File: src/rtl/serial_frame_recognizer.sv
// Serial-line frame recogniser: hunts for a programmable sync word, deserialises
// a fixed-length LSB-first payload, optionally checks parity, then pulses U or ERR.
module serial_frame_recognizer #(
  parameter int                  SYNC_LEN     = 4,
  parameter logic [SYNC_LEN-1:0] SYNC_PATTERN = 4'b1011,
  parameter int                  DATA_BITS    = 8,
  parameter bit                  PAR_EN       = 1'b1,
  parameter bit                  PAR_ODD      = 1'b0,
  parameter int                  CNT_W        = 8
) (
  input  logic                 clk,
  input  logic                 reset,
  input  logic                 EN,
  input  logic                 LINEA,
  output logic                 U,
  output logic                 ERR,
  output logic [DATA_BITS-1:0] DOUT,
  output logic [CNT_W-1:0]     FRAME_CNT,
  output logic                 BUSY
);

  localparam int FILL_W = $clog2(SYNC_LEN + 1);
  localparam int BC_W   = $clog2(DATA_BITS);

  localparam logic [FILL_W-1:0] FILL_FULL = FILL_W'(SYNC_LEN);
  localparam logic [FILL_W-1:0] FILL_THR  = FILL_W'(SYNC_LEN - 1);
  localparam logic [BC_W-1:0]   BIT_LAST  = BC_W'(DATA_BITS - 1);
  localparam logic [CNT_W-1:0]  CNT_MAX   = '1;

  typedef enum logic [1:0] {S_HUNT, S_DATA, S_PAR} state_t;

  state_t               r_state;
  logic [SYNC_LEN-1:0]  r_sh;
  logic [FILL_W-1:0]    r_fill;
  logic [BC_W-1:0]      r_bitcnt;
  logic [DATA_BITS-1:0] r_data;
  logic                 r_par;

  logic [SYNC_LEN-1:0]  w_cand;
  logic                 w_match;
  logic                 w_par_ok;
  logic [DATA_BITS-1:0] w_data_nxt;

  function automatic logic [CNT_W-1:0] sat_inc(input logic [CNT_W-1:0] v);
    return (v == CNT_MAX) ? v : v + 1'b1;
  endfunction

  // The fill qualifier keeps the cleared shift register from matching patterns with zeros.
  assign w_cand   = {r_sh[SYNC_LEN-2:0], LINEA};
  assign w_match  = (r_fill >= FILL_THR) && (w_cand == SYNC_PATTERN);
  assign w_par_ok = ((r_par ^ LINEA) == PAR_ODD);

  always_comb begin
    w_data_nxt           = r_data;
    w_data_nxt[r_bitcnt] = LINEA;
  end

  always_ff @(posedge clk) begin
    if (EN && r_state == S_DATA) r_data <= w_data_nxt;
  end

  always_ff @(posedge clk or posedge reset) begin
    if (reset) begin
      r_state   <= S_HUNT;
      r_sh      <= '0;
      r_fill    <= '0;
      r_bitcnt  <= '0;
      r_par     <= 1'b0;
      U         <= 1'b0;
      ERR       <= 1'b0;
      BUSY      <= 1'b0;
      DOUT      <= '0;
      FRAME_CNT <= '0;
    end else begin
      U   <= 1'b0;
      ERR <= 1'b0;
      if (EN) begin
        case (r_state)
          S_HUNT: begin
            r_sh <= w_cand;
            if (r_fill != FILL_FULL) r_fill <= r_fill + 1'b1;
            if (w_match) begin
              r_state  <= S_DATA;
              r_bitcnt <= '0;
              BUSY     <= 1'b1;
            end
          end
          S_DATA: begin
            r_par <= r_par ^ LINEA;
            if (r_bitcnt == BIT_LAST) begin
              if (PAR_EN) begin
                r_state <= S_PAR;
              end else begin
                // Without a parity bit the last payload bit is the deciding bit.
                U         <= 1'b1;
                DOUT      <= w_data_nxt;
                FRAME_CNT <= sat_inc(FRAME_CNT);
                r_state   <= S_HUNT;
                BUSY      <= 1'b0;
                r_sh      <= '0;
                r_fill    <= '0;
                r_par     <= 1'b0;
              end
            end else begin
              r_bitcnt <= r_bitcnt + 1'b1;
            end
          end
          S_PAR: begin
            if (w_par_ok) begin
              U         <= 1'b1;
              DOUT      <= r_data;
              FRAME_CNT <= sat_inc(FRAME_CNT);
            end else begin
              ERR <= 1'b1;
            end
            r_state <= S_HUNT;
            BUSY    <= 1'b0;
            r_sh    <= '0;
            r_fill  <= '0;
            r_par   <= 1'b0;
          end
          default: begin
            r_state <= S_HUNT;
            BUSY    <= 1'b0;
          end
        endcase
      end
    end
  end

endmodule

File: config.mk
export PLATFORM = sky130hd
export DESIGN_NAME = serial_frame_recognizer
export DESIGN_NICKNAME = d
export VERILOG_FILES = /design/src/rtl/serial_frame_recognizer.sv
export SDC_FILE = /design/constraint.sdc
export NUM_CORES = 1
export LEC_CHECK = 0
export CORE_UTILIZATION = 49
export CTS_CLUSTER_SIZE = 30
export DETAILED_ROUTE_END_ITERATION = 8
export GPL_TIMING_DRIVEN = 0
export PLACE_DENSITY = 0.86
export SYNTH_ARGS = -nofsm -noshare
export SYNTH_HDL_FRONTEND = slang
export SYNTH_SLANG_ARGS = --single-unit
File: constraint.sdc
create_clock -name clk -period 1.92 [get_ports clk]
set_clock_uncertainty 0.15 [all_clocks]
set_input_delay 0.576 -clock clk [delete_from_list [all_inputs] [get_ports clk]]
set_output_delay 0.576 -clock clk [all_outputs]
set_load 0.02 [all_outputs]
======== After elaboration in Yosys (flattened, before gate mapping) ========
Cells that the tools add are included.
storage, ports and cells
  logic and storage cells ................. 67
  register bits after elaboration ......... 39
  output and inout port bits .............. 19
  input bits .............................. 4
operators by class
  multiplexer cells ....................... 21
  equality and inequality tests ........... 10
  reductions and logical operators ........ 15
  $lt $le $gt $ge ......................... 3
  bitwise logic cells ..................... 4
  add/sub/neg operators ................... 3
operator list
  operator                                                                number
  3-bit one-hot mux with 2 select lines                                   3
  3-bit AND reduction                                                     4
  3-bit two-way mux                                                       3
  8-bit by 1-bit adder with 8-bit output (second input constant)          1
  8-bit bitwise mux                                                       1
  8-bit equality test (second input constant)                             1
  1-bit two-way mux                                                       8
  4-bit AND reduction                                                     2
  3-bit by 1-bit adder with 3-bit output (second input constant)          2
  2-bit inequality test (second input constant)                           3
  2-bit nonzero test                                                      3
  4-bit equality test (second input constant)                             1
  3-bit by 4-bit < comparator with 1-bit output (second input constant)   1
  2-bit two-way mux                                                       2
  1-bit one-hot mux with 2 select lines                                   2
  2-bit one-hot mux with 2 select lines                                   1
  2-bit AND reduction                                                     2
  1-bit demux with 3-bit select                                           1
  3-bit equality test (second input constant)                             1
  3-bit by 1-bit >= comparator with 1-bit output (second input constant)  1
  3-bit by 2-bit >= comparator with 1-bit output (second input constant)  1
  1-bit logical AND                                                       3
  3-bit inequality test (second input constant)                           1
  1-bit inverter                                                          3
  other kinds (5)                                                         5

======== Logic depth before layout (Yosys ltp) ========
Gate-level depths: netlist of the first run.
  word-level depth ........................ 5
  gate-level depth with buffers ........... 8
  gate-level depth less buffers ........... 6

======== Least setup slack after synthesis of the first run ========
Ideal clock, no wire load.
  path kind ............................... register to register
  start point ............................. register r_fill[0]
  end point ............................... register r_bitcnt[0]
  clock period less this slack ............ 1859 ps
  stages on the path, launching flop included .. 7
  arrival ................................. 1584 ps
  library setup time ...................... 125 ps
  buffers on the path ..................... 0
  required time ........................... 1645 ps
  setup slack ............................. 61 ps
  cell sequence ........................... dfrtp_1 > ha_1 > ha_1 > a211oi_1 > o41ai_2 > o2111ai_2 > mux2_4
between the ends
  longest elaborated chain between the ends .. 4
RTL lines
  element                                         RTL line  RTL
  start: declaration                              34        logic [FILL_W-1:0] r_fill;
  start signal: assignment                        81        if (r_fill != FILL_FULL) r_fill <= r_fill + 1'b1;
  3-bit by 2-bit >= comparator with 1-bit output  50        assign w_match = (r_fill >= FILL_THR) && (w_cand == SYNC_PATTERN);
  1-bit logical AND                               50
  2-bit inequality test (no line)                 -
  4-bit AND reduction (no line)                   -
  end signal: assignment                          105       r_bitcnt <= r_bitcnt + 1'b1;
  end: declaration                                35        logic [BC_W-1:0] r_bitcnt;
Every way passes these cells.
A chain may end at the register's enable or synchronous reset.

======== Worst setup path after layout of the first run ========
  start point ............................. input LINEA
  end point ............................... register r_bitcnt[0]
between the ends
  longest elaborated chain between the ends .. 4
RTL lines
  element                          RTL line  RTL
  start: declaration               14        input logic LINEA,
  4-bit equality test              50
  1-bit logical AND                50
  2-bit inequality test (no line)  -
  4-bit AND reduction (no line)    -
Every way passes these cells.

==> reports/metrics.yaml, run 1 <==
layout:
  multiInputGateArea_sq_um: 812
  drive_gt1_share_pct: 14.5
  final_common_cell: "nand2_1"
  fin_nets: 212
  regArea_sq_um: 1020
  mostFrequentLayoutCells: "37 x nand2_1, 30 x dfrtp_1, 19 x dlygate4sd2_1"
  diodes: 0
  fillCellCount: 276
  syn2layout_area_growth_pct: 24.5
sta:
  slew_headroom_pct: 55.9
  rsz0062_at_grt: "true"
  fin_setup_tns_ns: -0.351
  layout_min_cycle_time_ns: 2.04
  tightest_slew_ns: 0.659
  hold_ws_ns: 0.295
  finalHoldViolations: 0
  finalWorstSetupSlack_ns: -0.120
  max_freq_mhz: 490
  setup_viol: 5
  fin_crit_sh_pct: 106
  slew_violations: 0
setup_path:
  rr_endpoint: "r_bitcnt[0]"
  cp_cell_sequence: "clkdlybuf4s18_2 -> nand2_2 -> o41ai_4 -> o2111ai_2 -> mux2_4"
  crit_type: "in -> reg"
  max_stage_delay_ns: 0.38
  reg2reg_from: "r_fill[1]"
  critPathMaxFanout: 13
  cp.required_ns: 1.95
  reg2reg_slack_ns: -0.11
  crit_slowest_cell: "o41ai_4"
  timing.reg2reg.worst_path_depth: 6
  end_kind: "register"
  crit_family: "compound AO/OA/AOI/OAI gates"
  critPathArrivalTime_ns: 2.07
  startpoint_type: "input pin"
  critPathBufInv: 1
clock_network:
  cts_buffers: 5
  clk_latency_ns: 0.29
  cts_tree: "done"
  cts_sinks: 39
  cts.clk_slew.worst_paths_ns: 0.08
  cts_hold_buffers: 0
  root_buffer: "clkbuf_8"
  htreeDepth: 2
  cts_setup_buffers: 0
  clockBufferDepth: 2
floorplan:
  io_pins: 23
  die_h_um: 62.9
  core_area_sq_um: 3440
  dieWidth_um: 62.9
  die_area_sq_um: 3950
  row_count: 21
  initial_core_util_pct: 52.7
power_and_ir_drop:
  p_switching_uw: 960
  internal_power_uw: 1770
  power_uw: 2730
  ir_drop_v: 0.000685
  power.share.switching_pct: 35.1
  clockPowerShare_pct: 24.3
  powerDensity_nw_per_um2: 1210
  pwr-share-seq_pct: 43.7
  p_leak_uw: 0.00114
  p_comb_share_pct: 32.0
run_status:
  violations: "setup timing"
  run_status: "finished with violations"
hold_path:
  min_path_cells: 2
  min_from: "r_data[1]"
  hold_end: "DOUT[1]"
  hold_class: "reg -> reg"
detailed_routing:
  drc: 0
  wire_per_inst_um: 14.6
  drt_wl_total_mm: 3.60
  drt-vias-per-instance: 5.60
  drtAntennaViolNets: 0
  drtIter0Drc: 49
  first_pass_iters: 4
  vias: 1377
synth:
  ys_seq_area_share_pct: 56.0
  syn_inst: 172
  ys_ff_latch: 39
  synth_top_area_cell: "dfrtp_1"
  synth_top_area_share_pct: 42.7
  syn_nets: 185
  async_reset_ff_share_pct: 79.5
  yosysUniqueCellTypes: 40
  avgSynthCellArea_sq_um: 10.6
  netlist_top_cells_area: "dfrtp_1 43%, edfxtp_1 13%, nand2_1 7.6%, ha_1 6.2%, xor2_1 3.4%"
  yosys_warnings: 0
  synth_area_sq_um: 1820
  synth_edf_count: 8
  synthFlopType: "dfrtp_1"
job:
  drv_cap: 0
grt:
  grt_pass1_wl_mm: 5.97
  antenna_found_initial: 0
  grt.overflow.total: 0
  grt_util_all_layers_pct: 19.7
  grt_max_degree: 32
  grt_pass1_vias: 1314
place:
  hpwl_mm: 2.38
  gp_congestion: 0.854
  port_buffers: 21
==> metal layers <==
layer  wire [um]  part of all wire, %  global-route usage, %  vias up
met5           0                    0                      0        -
met4          95                  2.6                   8.72        0
met3         126                  3.5                   4.93       12
met2        1800                   50                   31.9       34
met1        1580                   44                   24.8      688
li1            -                    -                      -      643
==> worst min-delay path: cells and delay by family (launching register included) <==
kind,cells,cell delay [ns]
flip-flops,1,0.32
AND/OR/NAND/NOR,2,0.10
==> state kept, by name (all words and copies together) (netlist names) <==
name       flops
BUSY           1
DOUT           8
ERR            1
FRAME_CNT      8
U              1
r_bitcnt       3
r_data         8
r_fill         3
r_par          1
r_sh           3
r_state        2
==> cell usage after synthesis, drive strengths merged (2+ instances only) <==
| master | count |
|---|---|
| o22ai | 3 |
| a31oi | 2 |
| inv | 12 |
| nand2 | 38 |
| ha | 9 |
| a21oi | 3 |
| edfxtp | 8 |
| nor2 | 13 |
| o21ai | 2 |
| clkbuf | 4 |
| nand3 | 5 |
| nor3 | 4 |
| nor4 | 3 |
| nor4b | 2 |
| nand2b | 2 |
| mux2 | 2 |
| xor2 | 7 |
| dfrtp | 31 |
| mux2i | 2 |
| o22a | 2 |
| a21o | 2 |
==> kinds of logic (layout without fill, tap and decap cells) <==
kind of cell / Yosys count / in the layout / share of synthesized area (%)
AO/OA/AOI/OAI: 22 / 22 / 9.37
XOR/XNOR: 8 / 8 / 3.86
adder cells (fa/ha/maj): 9 / 9 / 6.20
buffers and inverters: 18 / 46 / 3.93
flip-flops: 39 / 39 / 56.0
multiplexers: 4 / 4 / 2.55
AND/OR/NAND/NOR: 72 / 72 / 18.1
==> through the flow <==
stage	util (%)	setup WS (ns)	cells	cell area [sq um]
global route	65.7	-0.183	246	2260
finish	65.7	-0.120	246	2260
floorplan	-	0.0607	172	1820
CTS	64.0	-0.0927	246	2200
global placement	60.5	-0.783	239	2080
detailed placement	60.5	-0.839	239	2080
==> timing repair <==
action,CTS,global route
cloned,0,1
resized for setup,30,11
setup endpoints to repair,42,57
hold endpoints to repair,0,0
==> how the worst max path moves through the flow <==
stage	start	endpoint	slack [ns]	cells after the start
after floorplan	r_fill[0]	r_bitcnt[0]	0.06	6
after CTS	r_fill[0]	r_bitcnt[0]	-0.09	6
after global routing	LINEA	FRAME_CNT[2]	-0.18	6
after detailed placement	LINEA	r_bitcnt[0]	-0.84	5
after global placement	LINEA	r_bitcnt[0]	-0.78	5
final	LINEA	r_bitcnt[0]	-0.12	5
==> power groups by stage <==
stage	Sequential, uW	Clock [uW]	Combinational (uW)
finish	1190	665	873
global placement	1170	0	816
detailed placement	1180	0	852
CTS	1180	664	852
global route	1220	709	967
floorplan	1240	0	511
==> area by class of cell <==
type                            count  share of cell area [%]
Buffer                              3                   0.830
Timing Repair inverter              1                   0.221
Timing Repair Buffer               21                    8.25
Multi-Input combinational cell    115                    35.9
Inverter                           13                    2.49
Sequential cell                    39                    45.0
Clock inverter                      3                    1.72
Tap cell                           46                    2.55
Clock buffer                        5                    3.04
(Power assumes the default switching activity.)
==> run 2: changes to the inputs <==
--- a/config.mk
+++ b/config.mk
@@ -10,6 +10,7 @@
 export DETAILED_ROUTE_END_ITERATION = 8
 export GPL_TIMING_DRIVEN = 0
 export PLACE_DENSITY = 0.86
+export RECOVER_POWER = 50
 export SYNTH_ARGS = -nofsm -noshare
 export SYNTH_HDL_FRONTEND = slang
 export SYNTH_SLANG_ARGS = --single-unit
==> run 2 against run 1 <==
  * The run still ends with setup timing left
  * Critical endpoint unchanged
  * Critical path type unchanged
  * First-iteration DRC count is the same
  * Worst hold slack did not move
  * Global-route usage is the same
  * Clock power about the same
  * Sequential power barely moved
  * Non-clock buffer count stayed put
  * Die area unchanged
  * Register-to-register slack about the same
  * Routed wire length about the same
  * Critical path depth is the same
==> reports/metrics.yaml, run 2 (same netlist as run 1, synthesis figures left out) <==
setup_path:
  startpoint_type: "input pin"
  crit_type: "in -> reg"
  critPathArrivalTime_ns: 2.07
  critPathMaxFanout: 13
  cp.required_ns: 1.95
  timing.reg2reg.worst_path_depth: 6
  end_kind: "register"
  reg2reg_from: "r_fill[1]"
  reg2reg_slack_ns: -0.11
  rr_endpoint: "r_bitcnt[0]"
detailed_routing:
  drt_wl_total_mm: 3.60
  wire_per_inst_um: 14.6
  drtAntennaViolNets: 0
  drt-vias-per-instance: 5.60
  vias: 1377
  drc: 0
  first_pass_iters: 4
  drtIter0Drc: 49
layout:
  mostFrequentLayoutCells: "37 x nand2_1, 30 x dfrtp_1, 19 x dlygate4sd2_1"
  diodes: 0
  finalNonFillerCells: 246
  syn2layout_area_growth_pct: 24.5
  fillCellCount: 276
  final_util_pct: 65.7
  fin_nets: 212
  final_common_cell: "nand2_1"
  drive_gt1_share_pct: 14.5
  top_regs: "DOUT x8, FRAME_CNT x8, r_data x8"
clock_network:
  cts_buffers: 5
  clockBufferDepth: 2
  clk_latency_ns: 0.29
  cts_tree: "done"
  cts.clk_slew.worst_paths_ns: 0.08
  root_buffer: "clkbuf_8"
  cts_sinks: 39
  htreeDepth: 2
floorplan:
  die_h_um: 62.9
  core_area_sq_um: 3440
  dieWidth_um: 62.9
  die_area_sq_um: 3950
  initial_core_util_pct: 52.7
  row_count: 21
  io_pins: 23
place:
  gp_congestion: 0.854
  hpwl_mm: 2.38
  port_buffers: 21
  dp_slack_ns: -0.839
  dp_cells: 239
sta:
  finalHoldViolations: 0
  slew_headroom_pct: 55.9
  slew_violations: 0
  finalWorstSetupSlack_ns: -0.120
  setup_viol: 5
  layout_min_cycle_time_ns: 2.04
  fin_setup_tns_ns: -0.351
  rsz0062_at_grt: "true"
  max_freq_mhz: 490
  tightest_slew_ns: 0.659
  fin_crit_sh_pct: 106
  hold_ws_ns: 0.295
hold_path:
  min_path_cells: 2
  hold_end: "DOUT[1]"
  hold_class: "reg -> reg"
  min_from: "r_data[1]"
run_status:
  run_status: "finished with violations"
  violations: "setup timing"
grt:
  grt_pass1_vias: 1314
  grt_util_all_layers_pct: 19.7
  grt_pass1_wl_mm: 5.97
  grt.overflow.total: 0
  grt_max_degree: 32
  antenna_found_initial: 0
power_and_ir_drop:
  ir_drop_v: 0.000685
  powerDensity_nw_per_um2: 1210
  p_leak_uw: 0.00114
job:
  drv_cap: 0
-- run 2: through the flow --
step | total power [uW] | cell area, sq um
detailed placement | 2030 | 2080
global route | 2900 | 2260
finish | 2730 | 2260
CTS | 2700 | 2200
global placement | 1990 | 2080
floorplan | 1750 | 1820
-- run 2: area by class of cell --
class,instances,area (sq um),area share (%)
Timing Repair inverter,1,5.00,0.221
Buffer,3,18.8,0.830
Clock inverter,3,38.8,1.72
Inverter,13,56.3,2.49
Timing Repair Buffer,21,186,8.25
Multi-Input combinational cell,115,812,35.9
Clock buffer,5,68.8,3.04
Sequential cell,39,1020,45.0
Tap cell,46,57.6,2.55
-- run 2: worst max path at each step --
stage / from / endpoint / slack [ns]
2_1_floorplan: r_fill[0] / r_bitcnt[0] / 0.06
3_3_place_gp: LINEA / r_bitcnt[0] / -0.78
3_5_place_dp: LINEA / r_bitcnt[0] / -0.84
4_1_cts: r_fill[0] / r_bitcnt[0] / -0.09
5_1_grt: LINEA / FRAME_CNT[2] / -0.18
6_report: LINEA / r_bitcnt[0] / -0.12
-- run 2: power breakdown --
group / total, uW / switching (uW) / leakage, uW / internal (uW)
Clock: 665 / 285 / 0.0000556 / 380
Combinational: 873 / 502 / 0.000598 / 370
Sequential: 1190 / 173 / 0.000485 / 1020
Total: 2730 / 960 / 0.00114 / 1770
-- run 2: per-layer routing --
| layer | track usage, % | vias to the layer above | share of wire (%) | routed length, um |
|---|---|---|---|---|
| met5 | 0 | - | 0 | 0 |
| met4 | 8.72 | 0 | 2.6 | 95 |
| met3 | 4.93 | 12 | 3.5 | 126 |
| met2 | 31.9 | 34 | 50 | 1800 |
| met1 | 24.8 | 688 | 44 | 1580 |
| li1 | - | 643 | - | - |
-- run 2: repair_timing --
item,in CTS,in global routing
resized for setup,30,11
setup endpoints to repair,42,57
hold buffers,0,0
pin swaps,0,0
setup buffers,0,0
gates cloned,0,1
-- run 2: worst max-delay path, stage by stage --
cell and delay [ns]:
clkdlybuf4s18_2 0.36, nand2_2 0.13, o41ai_4 0.38, o2111ai_2 0.26
mux2_4 0.35
